===== config.mk =====
export PLATFORM = sky130hd
export DESIGN_NAME = threshold_calibrator
export DESIGN_NICKNAME = d
export VERILOG_FILES = /design/src/rtl/threshold_calibrator.sv
export SDC_FILE = /design/constraint.sdc
export NUM_CORES = 1
export LEC_CHECK = 0
export ABC_AREA = 0
export CAP_MARGIN = 20
export CORE_MARGIN = 2
export CORE_UTILIZATION = 53
export CTS_CLUSTER_SIZE = 25
export DETAILED_ROUTE_END_ITERATION = 10
export GPL_TIMING_DRIVEN = 0
export PLACE_DENSITY_LB_ADDON = 0.2
export SLEW_MARGIN = 10
export SYNTH_ARGS = -nofsm -noshare
export SYNTH_HDL_FRONTEND = slang
export SYNTH_SLANG_ARGS = --single-unit

===== constraint.sdc =====
create_clock -name SYS_aclk -period 7.8 [get_ports SYS_aclk]
set_input_delay 1.56 -clock SYS_aclk [delete_from_list [all_inputs] [get_ports SYS_aclk]]
set_output_delay 1.56 -clock SYS_aclk [all_outputs]
set_load 0.005 [all_outputs]

===== src/rtl/threshold_calibrator.sv =====
// Fringe-threshold calibrator: measures min/max of the tapped sample stream over a window and
// derives a symmetric hysteresis band around the midpoint, with a manual override path.
module threshold_calibrator #(
  parameter int          AXIS_TDATA_WIDTH = 32,
  parameter int unsigned WINDOW_LOG2      = 10,
  parameter int          DEFAULT_LOWER    = -1024,
  parameter int          DEFAULT_UPPER    = 1024
) (
  input  logic                        SYS_aclk,
  input  logic                        SYS_aresetn,
  input  logic                        S_AXIS_tvalid,
  input  logic [AXIS_TDATA_WIDTH-1:0] S_AXIS_tdata,
  input  logic                        CFG_start,
  input  logic                        CFG_continuous,
  input  logic [4:0]                  CFG_hyst_shift,
  input  logic [AXIS_TDATA_WIDTH-1:0] CFG_min_span,
  input  logic                        CFG_manual,
  input  logic [AXIS_TDATA_WIDTH-1:0] CFG_manual_lower,
  input  logic [AXIS_TDATA_WIDTH-1:0] CFG_manual_upper,
  output logic [AXIS_TDATA_WIDTH-1:0] FC_lower_treshold,
  output logic [AXIS_TDATA_WIDTH-1:0] FC_upper_treshold,
  output logic                        CAL_busy,
  output logic                        CAL_done,
  output logic                        CAL_valid,
  output logic                        CAL_error
);

  localparam int W = AXIS_TDATA_WIDTH;
  localparam logic [W-1:0] DefLower = W'(DEFAULT_LOWER);
  localparam logic [W-1:0] DefUpper = W'(DEFAULT_UPPER);

  typedef enum logic [1:0] {StIdle, StAcquire, StCompute, StApply} state_e;

  state_e state_q, state_d;
  logic   acc_en, comp_en, apply_en;

  logic        [WINDOW_LOG2-1:0] cnt_q;
  logic signed [W-1:0]           min_q, max_q, mid_q, mid_d;
  logic        [W:0]             span_q, span_d;
  logic signed [W:0]             sum_d;
  logic        [W-1:0]           half_d, delta_q, delta_d;
  logic        [W-1:0]           cal_lower_q, cal_lower_d, cal_upper_q, cal_upper_d;
  logic        [W-1:0]           fc_lower_q, fc_upper_q;
  logic                          valid_q, valid_d, error_q, error_d, done_q;
  logic signed [W-1:0]           sample;

  assign sample = $signed(S_AXIS_tdata);

  always_ff @(posedge SYS_aclk or negedge SYS_aresetn) begin
    if (!SYS_aresetn) state_q <= StIdle;
    else              state_q <= state_d;
  end

  always_comb begin
    state_d = state_q;
    unique case (state_q)
      StIdle:    if (CFG_start || CFG_continuous) state_d = StAcquire;
      StAcquire: if (S_AXIS_tvalid && (&cnt_q)) state_d = StCompute;
      StCompute: state_d = StApply;
      StApply:   state_d = CFG_continuous ? StAcquire : StIdle;
      default:   state_d = StIdle;
    endcase
  end

  always_comb begin
    CAL_busy = (state_q != StIdle);
    acc_en   = (state_q == StAcquire) && S_AXIS_tvalid;
    comp_en  = (state_q == StCompute);
    apply_en = (state_q == StApply);
  end

  // Sign-extended to W+1 bits so neither the span nor the sum can overflow.
  always_comb begin
    span_d  = {max_q[W-1], max_q} - {min_q[W-1], min_q};
    sum_d   = $signed({min_q[W-1], min_q}) + $signed({max_q[W-1], max_q});
    mid_d   = W'(sum_d >>> 1);
    half_d  = W'(span_d >> 1);
    delta_d = half_d >> CFG_hyst_shift;
  end

  always_comb begin
    cal_lower_d = cal_lower_q;
    cal_upper_d = cal_upper_q;
    valid_d     = valid_q;
    error_d     = error_q;
    if (apply_en) begin
      if (span_q >= {1'b0, CFG_min_span}) begin
        cal_lower_d = mid_q - delta_q;
        cal_upper_d = mid_q + delta_q;
        valid_d     = 1'b1;
        error_d     = 1'b0;
      end else begin
        error_d     = 1'b1;
      end
    end
  end

  always_ff @(posedge SYS_aclk or negedge SYS_aresetn) begin
    if (!SYS_aresetn) begin
      cnt_q       <= '0;
      min_q       <= '0;
      max_q       <= '0;
      span_q      <= '0;
      mid_q       <= '0;
      delta_q     <= '0;
      cal_lower_q <= DefLower;
      cal_upper_q <= DefUpper;
      fc_lower_q  <= DefLower;
      fc_upper_q  <= DefUpper;
      valid_q     <= 1'b0;
      error_q     <= 1'b0;
      done_q      <= 1'b0;
    end else begin
      if (acc_en) begin
        cnt_q <= cnt_q + WINDOW_LOG2'(1);
        if (cnt_q == '0) begin
          min_q <= sample;
          max_q <= sample;
        end else begin
          if (sample < min_q) min_q <= sample;
          if (sample > max_q) max_q <= sample;
        end
      end
      if (comp_en) begin
        span_q  <= span_d;
        mid_q   <= mid_d;
        delta_q <= delta_d;
      end
      cal_lower_q <= cal_lower_d;
      cal_upper_q <= cal_upper_d;
      valid_q     <= valid_d;
      error_q     <= error_d;
      done_q      <= apply_en;
      // Mux from next-state cal values so results appear on the same edge as CAL_done.
      fc_lower_q  <= CFG_manual ? CFG_manual_lower : cal_lower_d;
      fc_upper_q  <= CFG_manual ? CFG_manual_upper : cal_upper_d;
    end
  end

  assign FC_lower_treshold = fc_lower_q;
  assign FC_upper_treshold = fc_upper_q;
  assign CAL_done          = done_q;
  assign CAL_valid         = valid_q;
  assign CAL_error         = error_q;

endmodule


Yosys cells after proc, flatten, opt, wreduce, memory -nomap -nowiden --
Cells that the tools add are included.
Storage, ports and cells: register bits 304, bits in latches 0, memory bits (writable) 0, ROM bits 0, bits of input ports 139, output and inout bits 68, word-level logic and storage cells 56, memories 0
Cells by class: add/sub/neg operators 5, multipliers 0, divide/modulo/power cells 0, $lt $le $gt $ge 3, equality and inequality tests 5, shift-type cells 1, multiplexer cells 15, bitwise operators 0, reductions and logical operators 13
Operators by type and width (count):
- 32-bit two-way mux | 10
- 32-bit by 32-bit adder with 33-bit output | 1
- 33-bit by 32-bit >= comparator with 1-bit output | 1
- 32-bit by 32-bit subtractor with 33-bit output | 1
- 32-bit adder | 1
- 32-bit greater-than comparator | 1
- 32-bit < comparator | 1
- 32-bit by 5-bit >> shifter with 32-bit output | 1
- 32-bit subtractor | 1
- 10-bit by 1-bit adder with 10-bit output, second input constant | 1
- 10-bit zero test | 1
- 10-bit AND reduction | 1
- 2-bit case mux with 4 select lines | 1
- 2-bit AND reduction | 4
- 2-bit nonzero test | 3
- 2-bit equality test, second input constant | 2
- 2-bit two-way mux | 2
- 2-bit != test, second input constant | 2
- 2-bit by 1-bit equality test with 1-bit output, second input constant | 1
- 1-bit logical AND | 2
- 2-bit zero test | 1
- 1-bit two-way mux | 2
- 1-bit logical OR | 1

Longest topological paths before layout --
word-level depth 4, depth in mapped cells 15, mapped depth without buffers 14

Worst setup path before layout --
Ideal clock, no wire load.
path type in2reg, from in S_AXIS_tdata[31], to reg max_q[22], setup time 0.125 ns, arrival 4.144 ns, required time 7.675 ns, path slack 3.531 ns, stages on the path 12, path buffers 1, cell sequence ha_1 nand2_1 nor3_1 nand3_1 or2_0 or3_1 a311oi_1 nor3_1 mux2_2 o21ai_2 buf_2 mux2_2
Between the ends: cells in the longest elaborated chain, start to end 3
Ends and longest elaborated chain:
- from (decl) | line 12 | input logic [AXIS_TDATA_WIDTH-1:0] S_AXIS_tdata,
- 32-bit greater-than comparator | line 121 | if (sample > max_q) max_q <= sample;
- 2-bit nonzero test (no line)
- 2-bit AND reduction (no line)
- to (signal assigned) | line 118 | max_q <= sample;
- to (signal assigned) | line 121
- to (decl) | line 38 | logic signed [W-1:0] min_q, max_q, mid_q, mid_d;
Every way passes these cells. A chain may end at the register's enable or synchronous reset.

Worst setup path after layout --
from in S_AXIS_tdata[31], to reg max_q[28]
The elaborated chain is that of the path after synthesis.

==> impl_metrics.env <==
export IMPL_status="finished, final reports clean"
export IMPL_h_tree_depth=2
export IMPL_ctsHoldBuffers=0
export IMPL_arrival_ns=6.49
export IMPL_clock_latency_ns=0.57
export IMPL_nNetsFinal=3142
export IMPL_ctsResizeCount=0
export IMPL_cts_root_buf="clkbuf_16"
export IMPL_area_growth_pct=17.7
export IMPL_cts_inserted_buffers=36
export IMPL_ys_ff_latch=304
export IMPL_synth_edf_count=0
export IMPL_min_to="cal_lower_q[14]$_DFF_PN1_"
export IMPL_ys_warn_count=0
export IMPL_fin_crit_sh_pct=77.5
export IMPL_clkTransAtPathRegs_ns=0.06
export IMPL_dpl_instance_area_mm2=0.0260
export IMPL_min_path_cells=2
export IMPL_synth_top_area_cell="dfrtp_1"
export IMPL_globalplace_congestion=1.00
export IMPL_vias_per_cell=6.06
export IMPL_drt_iter0_drc=1518
export IMPL_timing_final_crit_period_ns=6.05
export IMPL_gr_total_overflow=0
export IMPL_cts_setup_buffers=0
export IMPL_fp_dieW_um=213
export IMPL_drive_above_1_share_pct=12.3
export IMPL_r2r_end="max_q[28]$_DFFE_PN0P_"
export IMPL_drc=0
export IMPL_yosysTopAreaCellShare_pct=27.9
export IMPL_synth_area_top_cells="dfrtp_1 28%, ha_1 12%, mux2_2 6.8%"
export IMPL_io_pins=207
export IMPL_r2r_start="max_q[31]$_DFFE_PN0P_"
export IMPL_io_buffers=205
export IMPL_timing_fmax_mhz=165
export IMPL_hold_violations=0
export IMPL_synthArstFlopShare_pct=100
export IMPL_rsz0062_at_grt="false"
export IMPL_hp_class="flip-flop to flip-flop"
export IMPL_cp_max_fo=10
export IMPL_min_delay_start="cal_lower_q[14]$_DFF_PN1_"
export IMPL_crit_type="input port to flip-flop"
export IMPL_grt_use_total_pct=34.9
export IMPL_core_mm2=0.0431
export IMPL_maxSlewHeadroom_pct=19.2
export IMPL_skew_ns=0.0308
export IMPL_die_area_mm2=0.0454
export IMPL_yosysSeqAreaShare_pct=33.1
export IMPL_cts_tree="done"
export IMPL_clockBufferDepth=3
export IMPL_post_route_cell_area_mm2=0.0272
export IMPL_finalMaxSlewViolations=0
export IMPL_ys_flop_type="dfrtp_1"
export IMPL_crit_required_ns=8.24
export IMPL_fp_row_count=76
export IMPL_initial_core_util_pct=53.8
export IMPL_grt_pass1_vias=20400
export IMPL_syn_avg_cell_area_um2=9.18
export IMPL_end_kind="flip-flop"
export IMPL_maxCapViolCount=0
export IMPL_clock_sinks=304
export IMPL_synth_nets=2892
export IMPL_antenna_found_initial=4
export IMPL_die_h_um=213
export IMPL_synth_cell_types=104
export IMPL_dp_hpwl_um=64300
export IMPL_antenna_left=0
export IMPL_finalWirelength_um=79000
export IMPL_grt_max_degree=114
export IMPL_setup_viol=0
export IMPL_tightest_slew_ns=1.20
export IMPL_wl_per_cell_um=23.3
export IMPL_synth_cells=2522
export IMPL_num_vias=20500
export IMPL_synth_area_mm2=0.0232
export IMPL_ff2ff_path_depth=13
export IMPL_rrSetupSlack_ns=2.83
export IMPL_hold_slack_ns=0.476
export IMPL_dr_pass1_iters=6
export IMPL_grt_pass1_wl_um=120000
export IMPL_start_kind="input port"
==> through the flow <==
stage | cells | util [%] | worst slack [ns] | setup TNS (ns)
3_3_place_gp | 3312 | 60.2 | -7.45 | -2071.00
5_1_grt | 3385 | 63.2 | 1.74 | 0
2_1_floorplan | 2522 | - | 3.53 | 0
4_1_cts | 3382 | 63.2 | 1.87 | 0
3_5_place_dp | 3317 | 60.5 | 1.30 | 0
6_report | 3386 | 63.2 | 1.75 | 0
==> sequential cells by signal (all words and copies together), names as in the netlist <==
name and count:
CAL_error 1, min_q 32, FC_upper_treshold 32, span_q 33, delta_q 32, cnt_q 10, state_q 2, FC_lower_treshold 32
cal_upper_q 32, max_q 32, mid_q 32, cal_lower_q 32, CAL_done 1, CAL_valid 1
==> synthesized netlist by cell type (all sizes together), types with 34 or more instances <==
cell type / instances
inv: 210
a21oi: 185
nand2: 155
ha: 227
mux2: 166
dfrtp: 258
nor2: 174
nor3: 54
o21ai: 105
dfstp: 46
o21bai: 34
clkbuf: 91
nand3: 71
xnor2: 86
buf: 40
a21o: 60
==> cell type report <==
cell class | count | area (um2)
fillers | 3656 | 15800
multi-input cells | 1875 | 14100
flip-flops and latches | 304 | 7660
repair buffers | 212 | 2170
clock buffers | 54 | 1080
inverters | 212 | 796
well taps | 585 | 732
plain buffers | 131 | 552
clock inverters | 11 | 95.1
diodes | 2 | 5.00
==> worst max path at each step <==
stage | endpoint | from | cells past startpoint
after floorplan | max_q[22]$_DFFE_PN0P_ | S_AXIS_tdata[31] | 12
after global placement | cnt_q[3]$_DFFE_PN0P_ | SYS_aresetn | 1
after detailed placement | max_q[28]$_DFFE_PN0P_ | S_AXIS_tdata[31] | 13
after CTS | max_q[28]$_DFFE_PN0P_ | S_AXIS_tdata[31] | 13
after global routing | max_q[28]$_DFFE_PN0P_ | S_AXIS_tdata[31] | 13
final | max_q[28]$_DFFE_PN0P_ | S_AXIS_tdata[31] | 13
==> logic make-up after synthesis <==
family	after synthesis	share of synthesized area [%]
compound gates	676	20.1
xor+xnor	105	3.97
fa+ha+maj	231	12.6
buf+inv	343	5.82
flops	304	33.1
mux	204	10.4
simple gates	659	14.0
==> critical path, cell delays in order <==
cell and delay [ns]:
clkdlybuf4s50_1 0.52, ha_1 0.37, nand2_1 0.10, nor3_1 0.32
nand3_1 0.16, or2_0 0.35, or3_1 0.47, a311oi_1 0.94
nor3_1 0.13, mux2_2 0.33, o21ai_2 0.39, buf_2 0.45
mux2_2 0.39
==> metal layers <==
layer  GRT usage, %  vias to the layer above  part of all wire, %
li1               -                     9594                    -
met1           41.5                    10100                   40
met2           60.1                      658                   49
met3           5.25                      193                  5.1
met4           20.1                        4                  6.4
met5              0                        -                0.034
==> layout by cell type (no fill, tap or decap), types with 54 or more instances in the layout <==
cell type	synthesis	layout
inv_1	207	207
mux2_2	140	140
nor3_1	54	54
nor2_1	173	173
dfrtp_1	258	258
nand2_1	154	154
clkdlybuf4s50_1	0	204
clkbuf_1	91	99
a21oi_1	182	182
ha_1	227	227
nand3_1	71	71
o21ai_0	86	86
xnor2_1	86	86
a21o_1	60	60
Power is left out: the tool's default activity adds up to more than one toggle a clock period on the data nets, which glitch-free logic cannot reach.
